--- config.mk ---
export PLATFORM = sky130hd
export DESIGN_NAME = calc_result_formatter
export DESIGN_NICKNAME = d
export VERILOG_FILES = /design/src/rtl/calc_pkg.sv /design/src/rtl/hex_to_ascii.sv /design/src/rtl/calc_result_formatter.sv
export SDC_FILE = /design/constraint.sdc
export NUM_CORES = 1
export LEC_CHECK = 0
export ABC_CLOCK_PERIOD_IN_PS = 4300
export CORE_MARGIN = 2
export CORE_UTILIZATION = 40
export DETAILED_ROUTE_END_ITERATION = 8
export MAX_ROUTING_LAYER = met4
export SLEW_MARGIN = 40
export SYNTH_ARGS = -nofsm -noshare
export SYNTH_HDL_FRONTEND = slang
export SYNTH_SLANG_ARGS = --single-unit
--- constraint.sdc ---
create_clock -name clk -period 4.3 [get_ports clk]
set_input_delay 0.86 -clock clk [delete_from_list [all_inputs] [get_ports clk]]
set_output_delay 0.86 -clock clk [all_outputs]
set_load 0.02 [all_outputs]
--- src/rtl/calc_pkg.sv ---
// Shared types and constants for the UART calculator datapath.
package calc_pkg;

  localparam int unsigned CALC_RES_W = 33;
  localparam int unsigned MAG_W      = 36;
  localparam int unsigned NDIG_W     = 4;

  typedef enum logic [2:0] {
    IDLE  = 3'd0,
    SIGN  = 3'd1,
    DIGIT = 3'd2,
    CR    = 3'd3,
    LF    = 3'd4
  } fmt_state_t;

  localparam logic [7:0] ASC_MINUS = 8'h2D;
  localparam logic [7:0] ASC_CR    = 8'h0D;
  localparam logic [7:0] ASC_LF    = 8'h0A;
  localparam logic [7:0] ASC_ZERO  = 8'h30;
  localparam logic [7:0] ASC_A_UP  = 8'h41;
  localparam logic [7:0] ASC_A_LO  = 8'h61;

endpackage

--- src/rtl/hex_to_ascii.sv ---
// Combinational nibble to ASCII hex character converter.
module hex_to_ascii
  import calc_pkg::*;
(
  input  logic [3:0] i_nib,
  input  logic       i_upper,
  output logic [7:0] o_ascii_c
);

  // Digits map from '0', letters from 'A' or 'a'
  always_comb begin
    o_ascii_c = ASC_ZERO + 8'(i_nib);
    if (i_nib > 4'd9) begin
      o_ascii_c = (i_upper ? ASC_A_UP : ASC_A_LO) + 8'(i_nib) - 8'd10;
    end
  end

endmodule

--- src/rtl/calc_result_formatter.sv ---
// Formats each ALU result as a signed hex text line for the UART transmitter.
module calc_result_formatter
  import calc_pkg::*;
#(
  parameter bit EOL_CRLF  = 1'b1,
  parameter bit UPPERCASE = 1'b1
) (
  input  logic                  clk,
  input  logic                  rst,
  input  logic                  alu_done,
  input  logic [CALC_RES_W-1:0] calc_res,
  output logic [7:0]            tx_data,
  output logic                  tx_valid,
  input  logic                  tx_ready,
  output logic                  busy,
  output logic                  fmt_done,
  output logic                  drop
);

  localparam int unsigned NIB_N = MAG_W / 4;

  fmt_state_t            r_state, w_state_nxt;
  logic [MAG_W-1:0]      r_mag, w_mag_nxt;
  logic [NDIG_W-1:0]     r_ndig, w_ndig_nxt;
  logic [7:0]            r_tx_data, w_tx_data_nxt;
  logic                  r_tx_valid;
  logic                  r_busy;
  logic                  r_fmt_done, w_fmt_done_nxt;
  logic                  r_drop;
  logic                  w_xfer;
  logic [CALC_RES_W-1:0] w_cap_abs;
  logic [MAG_W-1:0]      w_cap_mag;
  logic [NDIG_W-1:0]     w_cap_ndig;
  logic [NDIG_W-1:0]     w_dig_idx;
  logic [3:0]            w_nib;
  logic [7:0]            w_dig_ascii;

  assign w_xfer    = r_tx_valid & tx_ready;

  // Magnitude of the incoming result; -2^32 maps to 0x1_0000_0000
  assign w_cap_abs = calc_res[CALC_RES_W-1] ? (CALC_RES_W'(0) - calc_res) : calc_res;
  assign w_cap_mag = MAG_W'(w_cap_abs);

  // Leading-zero priority encoder: count of significant nibbles, minimum 1
  always_comb begin
    w_cap_ndig = NDIG_W'(1);
    for (int unsigned i = 0; i < NIB_N; i++) begin
      if (w_cap_mag[4*i +: 4] != 4'd0) begin
        w_cap_ndig = NDIG_W'(i + 1);
      end
    end
  end

  // Next-state logic, digit down-counter and done pulse
  always_comb begin
    w_state_nxt    = r_state;
    w_mag_nxt      = r_mag;
    w_ndig_nxt     = r_ndig;
    w_fmt_done_nxt = 1'b0;
    unique case (r_state)
      IDLE: begin
        if (alu_done) begin
          w_mag_nxt   = w_cap_mag;
          w_ndig_nxt  = w_cap_ndig;
          w_state_nxt = calc_res[CALC_RES_W-1] ? SIGN : DIGIT;
        end
      end
      SIGN: begin
        if (w_xfer) w_state_nxt = DIGIT;
      end
      DIGIT: begin
        if (w_xfer) begin
          if (r_ndig == NDIG_W'(1)) begin
            w_state_nxt = EOL_CRLF ? CR : LF;
          end else begin
            w_ndig_nxt = r_ndig - NDIG_W'(1);
          end
        end
      end
      CR: begin
        if (w_xfer) w_state_nxt = LF;
      end
      LF: begin
        if (w_xfer) begin
          w_state_nxt    = IDLE;
          w_fmt_done_nxt = 1'b1;
        end
      end
      default: w_state_nxt = IDLE;
    endcase
  end

  // Current digit of the line being entered, selected from the next-cycle counter
  assign w_dig_idx = w_ndig_nxt - NDIG_W'(1);
  assign w_nib     = 4'(w_mag_nxt >> {w_dig_idx, 2'b00});

  hex_to_ascii u_hex_to_ascii (
    .i_nib     (w_nib),
    .i_upper   (UPPERCASE),
    .o_ascii_c (w_dig_ascii)
  );

  // Byte offered in the state being entered; holds while the state holds
  always_comb begin
    w_tx_data_nxt = 8'h00;
    unique case (w_state_nxt)
      SIGN:    w_tx_data_nxt = ASC_MINUS;
      DIGIT:   w_tx_data_nxt = w_dig_ascii;
      CR:      w_tx_data_nxt = ASC_CR;
      LF:      w_tx_data_nxt = ASC_LF;
      default: w_tx_data_nxt = 8'h00;
    endcase
  end

  // State, counter and handshake output registers
  always_ff @(posedge clk or posedge rst) begin
    if (rst) begin
      r_state    <= IDLE;
      r_mag      <= '0;
      r_ndig     <= '0;
      r_tx_data  <= 8'h00;
      r_tx_valid <= 1'b0;
      r_busy     <= 1'b0;
      r_fmt_done <= 1'b0;
      r_drop     <= 1'b0;
    end else begin
      r_state    <= w_state_nxt;
      r_mag      <= w_mag_nxt;
      r_ndig     <= w_ndig_nxt;
      r_tx_data  <= w_tx_data_nxt;
      r_tx_valid <= (w_state_nxt != IDLE);
      r_busy     <= (w_state_nxt != IDLE);
      r_fmt_done <= w_fmt_done_nxt;
      r_drop     <= alu_done & (r_state != IDLE);
    end
  end

  assign tx_data  = r_tx_data;
  assign tx_valid = r_tx_valid;
  assign busy     = r_busy;
  assign fmt_done = r_fmt_done;
  assign drop     = r_drop;

endmodule

==> results.yml, run 1 <==
detailed_routing:
  drt_first_pass_iters: 5
  ant_nets: 0
  wl_um: 12800
  vias: 4332
  drtIter0Drc: 202
  drcViolationCount: 0
  viasPerCell: 5.39
  wl_per_cell_um: 15.9
synth:
  post_synth.cell_area_avg_um2: 8.46
  synthMuxAreaShare_pct: 6.28
  synth-xor-area-share_pct: 7.93
  yosysWarnings: 0
  synthAdderAreaFrac_pct: 1.84
  yosys.area.top_type_share_pct: 32.5
  synth_seq_cells: 53
  syn-num-nets: 526
  synthTopCellsByArea: "dfrtp_1 32%, nand2_1 6.2%, o21ai_0 5.0%"
  ys_types: 77
  synthFlopType: "dfrtp_1"
  synth_area_leader_cell: "dfrtp_1"
  ys_seq_area_share_pct: 32.5
  synth_area_um2: 4090
  syn_inst: 483
  synth_edf_count: 0
  synthArstFlopShare_pct: 100
  synth_compound_area_share_pct: 20.4
  synth_top_family_by_area: "simple AND/OR/NAND/NOR gates"
  synth-simple-area-share_pct: 24.6
placement:
  portBuffers: 47
  hpwl_um: 9770
  placed_area_um2: 5710
  gp_congestion: 0.907
floorplanning:
  rows: 36
  start_util_pct: 41.4
  dieHeight_um: 105
  chipWidth_um: 105
  die-area_um2: 11000
  num_io_pins: 49
  core_area_um2: 9860
clocking:
  cts_buffers: 5
  htree_levels: 2
  holdBufCountCts: 0
  insertion_delay_ps: 310
  cts_tree: "built"
  clk_path_buf_depth: 2
  clockRootBuffer: "clkbuf_8"
  cts.reportedPaths.clkPinSlew_ps: 100
  clock-sinks: 53
global_routing:
  grt_pass1_vias: 4325
  grt_max_degree: 32
  grt_pass1_wl_um: 20900
  grt_util_all_layers_pct: 24.0
  gr-total-overflow: 0
  antenna_found_initial: 0
power:
  leakagePower_nw: 2.84
  total_power_mw: 4.78
  p_per_area_nw_per_um2: 761
  peakVddDrop_v: 0.000567
timing:
  tightest_slew_ps: 530
  hold_slack_ps: 487
  rsz0062_at_grt: "true"
  finalSetupViolCount: 7
  finalHoldViolations: 0
  tns_ps: -4900
  period_minus_slack_ps: 5120
  fin_ws_ps: -815
  final-max-slew-violation-count: 0
  clock_skew_ps: 4.77
  slew_headroom_pct: 64.3
  fin_crit_sh_pct: 119
  fmax_mhz: 196
critical_path:
  cp_slowest_stage_delay_ps: 490
  crit_chain: "clkdlybuf4s50_1, or3_4, buf_6, nor3_4, nand4_1, a211o_1, a22o_1, nor3_4, o31ai_4, a21oi_2, ha_4, mux4_2, nand3b_1, o211ai_1, inv_2, ha_4, nor2_4, a31oi_2, o211ai_2, a21o_1, a31o_1"
  critPathKind: "input port to register"
  critPathArrivalTime_ps: 5320
  worst_setup_path_end_kind: "register"
  crit_buf_inv: 3
  crit_fanout: 6
  crit_family: "compound AO/OA/AOI/OAI gates"
  r2r_slack_ps: 40
  cp.required_ps: 4510
  slowest_stage: "mux4_2"
  start_kind: "input port"
layout:
  antennaDiodeCount: 0
  design_area_um2: 6280
  fillers: 815
  drive_gt1_share_pct: 37.6
  final_nets: 713
  ff_latch_area_um2: 1330
  post-route-util_pct: 63.6
  area_growth_pct: 53.6
  multiInputGateArea_um2: 2810
flow_run:
  max_cap_viol_count: 0
status:
  outcome: "finished with violations"
  violations: "negative setup slack"
min_path:
  hold_class: "register to register"
tightest hold or removal path: stages, from the launching register on:
cell	delay, ps
dfrtp_1	340
nand2_1	60
inv_1	60
repair_timing:
item | 4_1_cts | 5_1_grt
setup endpoints to repair | 7 | 7
resized for setup | 71 | 19
pin swaps | 39 | 23
setup buffers | 25 | 4
metal layers:
metal	wire [µm]	share of wire, %	global-route usage, %	vias to the layer above
met5	0	0	-	-
met4	51	0.40	2.76	0
met3	430	3.4	2.43	8
met2	6490	51	41.7	74
met1	5780	45	31.4	2120
li1	-	-	-	2130
state kept, by name, indices dropped and copies added, names as in the netlist:
signal and count:
fmt_done 1, r_mag 36, tx_data 7, r_ndig 4, drop 1, busy 1
r_state 3
cell usage in the layout (no fill, tap or decap), types with 4 or more instances in the layout:
cell type / count
nand3_1: 17
dlygate4sd2_1: 12
buf_4: 156
nand2_1: 67
clkbuf_8: 5
xor2_1: 19
nor2_1: 23
o41ai_2: 4
or2_2: 4
and2_1: 4
o31ai_1: 6
nor4_2: 4
inv_1: 14
nor3_1: 14
buf_6: 12
nor4_4: 4
mux2i_1: 19
dfrtp_1: 53
nand4_1: 6
xnor2_1: 13
or3_4: 5
and3_1: 4
clkdlybuf4s50_1: 29
o21ai_0: 39
a31oi_1: 10
nor4_1: 5
ha_4: 4
a21oi_1: 17
a21o_1: 4
o211ai_1: 4
cell usage after synthesis (all sizes together) (4+ instances only):
| cell | count |
|---|---|
| nor2 | 25 |
| xnor2 | 15 |
| nand2 | 67 |
| xor2 | 19 |
| a21oi | 20 |
| o31ai | 8 |
| or4 | 4 |
| nor3 | 18 |
| or3 | 8 |
| clkbuf | 19 |
| and2 | 4 |
| dfrtp | 53 |
| nor4 | 13 |
| nand4 | 7 |
| ha | 6 |
| mux2i | 20 |
| o21ai | 42 |
| o211ai | 7 |
| a21o | 4 |
| inv | 20 |
| o41ai | 6 |
| buf | 15 |
| nand3 | 19 |
| a31oi | 11 |
| or2 | 5 |
| and3 | 4 |
layout make-up:
class / count / share of cell area, %
multi-input cells: 375 / 44.8
repair buffers: 214 / 27.9
inverters: 21 / 1.38
well taps: 133 / 2.65
clock buffers: 5 / 1.10
flip-flops and latches: 53 / 21.1
clock inverters: 3 / 1.04
power by group:
part / internal (mW) / switching (mW) / leakage [nW]
sequential: 0.706 / 0.0876 / 0.665
clock: 0.231 / 0.170 / 0.0681
combinational: 1.86 / 1.72 / 2.10
through the flow:
stage	cells	worst slack [ps]
2_1_floorplan	483	-982
3_3_place_gp	771	-1420
3_5_place_dp	771	-1530
4_1_cts	802	-795
5_1_grt	804	-973
6_report	804	-815
logic make-up (layout without fill, tap and decap cells):
logic type	Yosys count	count (layout)
mux	23	23
buf+inv	55	243
xor+xnor	34	34
simple gates	189	189
fa+ha+maj	6	6
flops	53	53
other cells	1	1
compound gates	122	122
worst paths after layout:
check / from / end / depth (start not counted)
setup / recovery: calc_res[7] / tx_data[0] / 21
hold / removal: r_mag[33] / r_mag[33] / 2
setup reg to reg: r_ndig[1] / tx_data[0] / 20
hold reg to reg: r_mag[33] / r_mag[33] / 2
max in group asynchronous: rst / busy / 3
min in group asynchronous: rst / r_mag[34] / 2
Power figures use the tool's default switching activity.
==> inputs of run 2 (changes only) <==
--- a/config.mk
+++ b/config.mk
@@ -11,3 +11,2 @@
 export DETAILED_ROUTE_END_ITERATION = 8
-export MAX_ROUTING_LAYER = met4
 export SLEW_MARGIN = 40
--- a/constraint.sdc
+++ b/constraint.sdc
@@ -3,2 +3,2 @@
 set_output_delay 0.86 -clock clk [all_outputs]
-set_load 0.02 [all_outputs]
+set_load 0.05 [all_outputs]
==> run 2 against run 1 <==
Compared with the run above:
- the flow still finishes with violations (negative setup slack)
- maximum frequency up 1.3%
- largest power group unchanged
- count of clock-buffer cells in the layout up 2
- register-to-register slack better by 110 ps
- routed wire length grew 1.9%
- core utilization increased by 1.3 points
==> results.yml, run 2 (same netlist as run 1, synthesis figures left out) <==
timing:
  fmax_mhz: 198
  tns_ps: -4540
  hold_slack_ps: 480
  slew_headroom_pct: 55.6
  rsz0062_at_grt: "true"
  fin_ws_ps: -751
  final-max-slew-violation-count: 0
  finalSetupViolCount: 7
  clock_skew_ps: 7.31
  period_minus_slack_ps: 5050
  finalHoldViolations: 0
  fin_crit_sh_pct: 117
  tightest_slew_ps: 666
clocking:
  cts_buffers: 5
  cts.reportedPaths.clkPinSlew_ps: 100
  cts_tree: "built"
  htree_levels: 2
  insertion_delay_ps: 300
  clock-sinks: 53
  clockRootBuffer: "clkbuf_8"
  clk_path_buf_depth: 2
layout:
  final_nets: 717
  fillers: 841
  largest_reg_flops: 36
  antennaDiodeCount: 0
  multiInputGateArea_um2: 2920
  max_flop_register: "r_mag"
  layout_commonest_cell: "buf_4"
  stdcell_count: 808
  layout_common_cells: "154 x buf_4, 63 x nand2_1, 53 x dfrtp_1"
  area_growth_pct: 56.8
  drive_gt1_share_pct: 40.0
  ff_latch_area_um2: 1330
critical_path:
  r2r_slack_ps: 150
  crit_fanout: 4
  rr_worst_depth: 20
  critPathKind: "input port to register"
  critPathArrivalTime_ps: 5260
  timing.rr.end: "tx_data[1]"
  worst_setup_path_end_kind: "register"
  startpoint: "calc_res[0]"
  cp.required_ps: 4510
  r2r-start: "r_ndig[1]"
  worstSetupEndpoint: "tx_data[1]"
  start_kind: "input port"
global_routing:
  grt_pass1_vias: 4289
  antenna_found_initial: 0
  gr-total-overflow: 0
  grt_pass1_wl_um: 20600
  grt_max_degree: 54
  grt_util_all_layers_pct: 22.8
detailed_routing:
  wl_um: 13000
  viasPerCell: 5.36
  drt_first_pass_iters: 4
  ant_nets: 0
  vias: 4330
  drtIter0Drc: 236
  wl_per_cell_um: 16.1
  drcViolationCount: 0
power:
  p_per_area_nw_per_um2: 752
  clockPowerShare_pct: 5.8
  p_comb_share_pct: 77.8
  peakVddDrop_v: 0.000612
  p_int_mw: 2.73
  p_sw_mw: 2.09
  p_sw_share_pct: 43.4
  pwr-share-seq_pct: 16.4
  leakagePower_nw: 2.90
placement:
  place_ws_ps: -1530
  portBuffers: 47
  place_inst: 771
  hpwl_um: 9700
  gp_congestion: 0.912
floorplanning:
  chipWidth_um: 105
  num_io_pins: 49
  rows: 36
  start_util_pct: 41.4
  core_area_um2: 9860
  die-area_um2: 11000
  dieHeight_um: 105
min_path:
  hold_class: "register to register"
flow_run:
  max_cap_viol_count: 0
status:
  outcome: "finished with violations"
  violations: "negative setup slack"
==> run 2: cell types whose count changed in the layout (fill, tap and decap cells not counted), moves of 3 or more <==
cell / before / now
buf_6: 12 / 16
nor4_4: 4 / 7
nand2_2: 0 / 3
clkbuf_2: 0 / 4
nand2_1: 67 / 63
==> run 2: worst min path at each step <==
stage	start	to	slack, ps	depth (start not counted)
floorplan	r_mag[33]	r_mag[33]	430	2
global placement	r_mag[11]	r_mag[11]	460	2
detailed placement	r_mag[26]	r_mag[26]	460	2
CTS	r_mag[26]	r_mag[26]	480	2
global route	r_mag[11]	r_mag[11]	520	2
finish	r_mag[26]	r_mag[26]	480	2
==> run 2: layout make-up <==
cell class                 instances  share of cell area, %
tap                              133                   2.60
sequential                        53                   20.7
clock buffer                       7                   1.19
inverter                          21                   1.39
clock inverter                     1                  0.117
timing repair buffer             218                   28.4
multi-input combinational        375                   45.6
==> run 2: critical path, stage by stage <==
cell and delay [ps]:
buf_8 100, inv_4 50, ha_4 120, or4b_4 510, buf_4 170, nor4_4 130
buf_4 150, and4_1 200, a31oi_1 90, o32a_2 370, nor3_4 220, o31ai_4 100
a21oi_2 220, ha_4 190, mux4_2 500, nand3b_1 110, o211ai_1 140, inv_2 140
ha_4 160, nor2_4 40, a31oi_2 150, o211ai_2 150, a211o_1 300, o311ai_2 80
==> run 2: what timing repair did <==
action | 4_1_cts | 5_1_grt
gates resized for setup | 60 | 58
setup endpoints to repair | 7 | 7
hold buffers | 0 | 0
setup buffers | 17 | 13
pin swaps | 33 | 40
==> run 2: routing by layer <==
metal | vias to the layer above | share of wire (%) | wire length (µm) | global-route usage, %
met3 | 12 | 3.6 | 467 | 2.81
met5 | - | 0 | 0 | 0
li1 | 2136 | - | - | -
met4 | 0 | 0.78 | 102 | 3.33
met2 | 90 | 52 | 6720 | 40.9
met1 | 2092 | 44 | 5710 | 30.0
==> run 2: per-stage QoR <==
step           utilization [%]  total power [mW]  area [µm²]
2_1_floorplan                -              2.69        4200
3_3_place_gp              58.0              3.57        5720
3_5_place_dp              58.0              3.63        5720
4_1_cts                   61.3              4.22        6050
5_1_grt                   64.9              5.17        6410
6_report                  64.9              4.82        6410
==> run 2: power groups by stage <==
stage | Sequential, mW | Clock [mW] | Combinational (mW)
5_1_grt | 0.806 | 0.305 | 4.06
3_5_place_dp | 0.801 | 0 | 2.83
4_1_cts | 0.790 | 0.284 | 3.14
6_report | 0.789 | 0.279 | 3.75
3_3_place_gp | 0.794 | 0 | 2.78
2_1_floorplan | 0.881 | 0 | 1.81
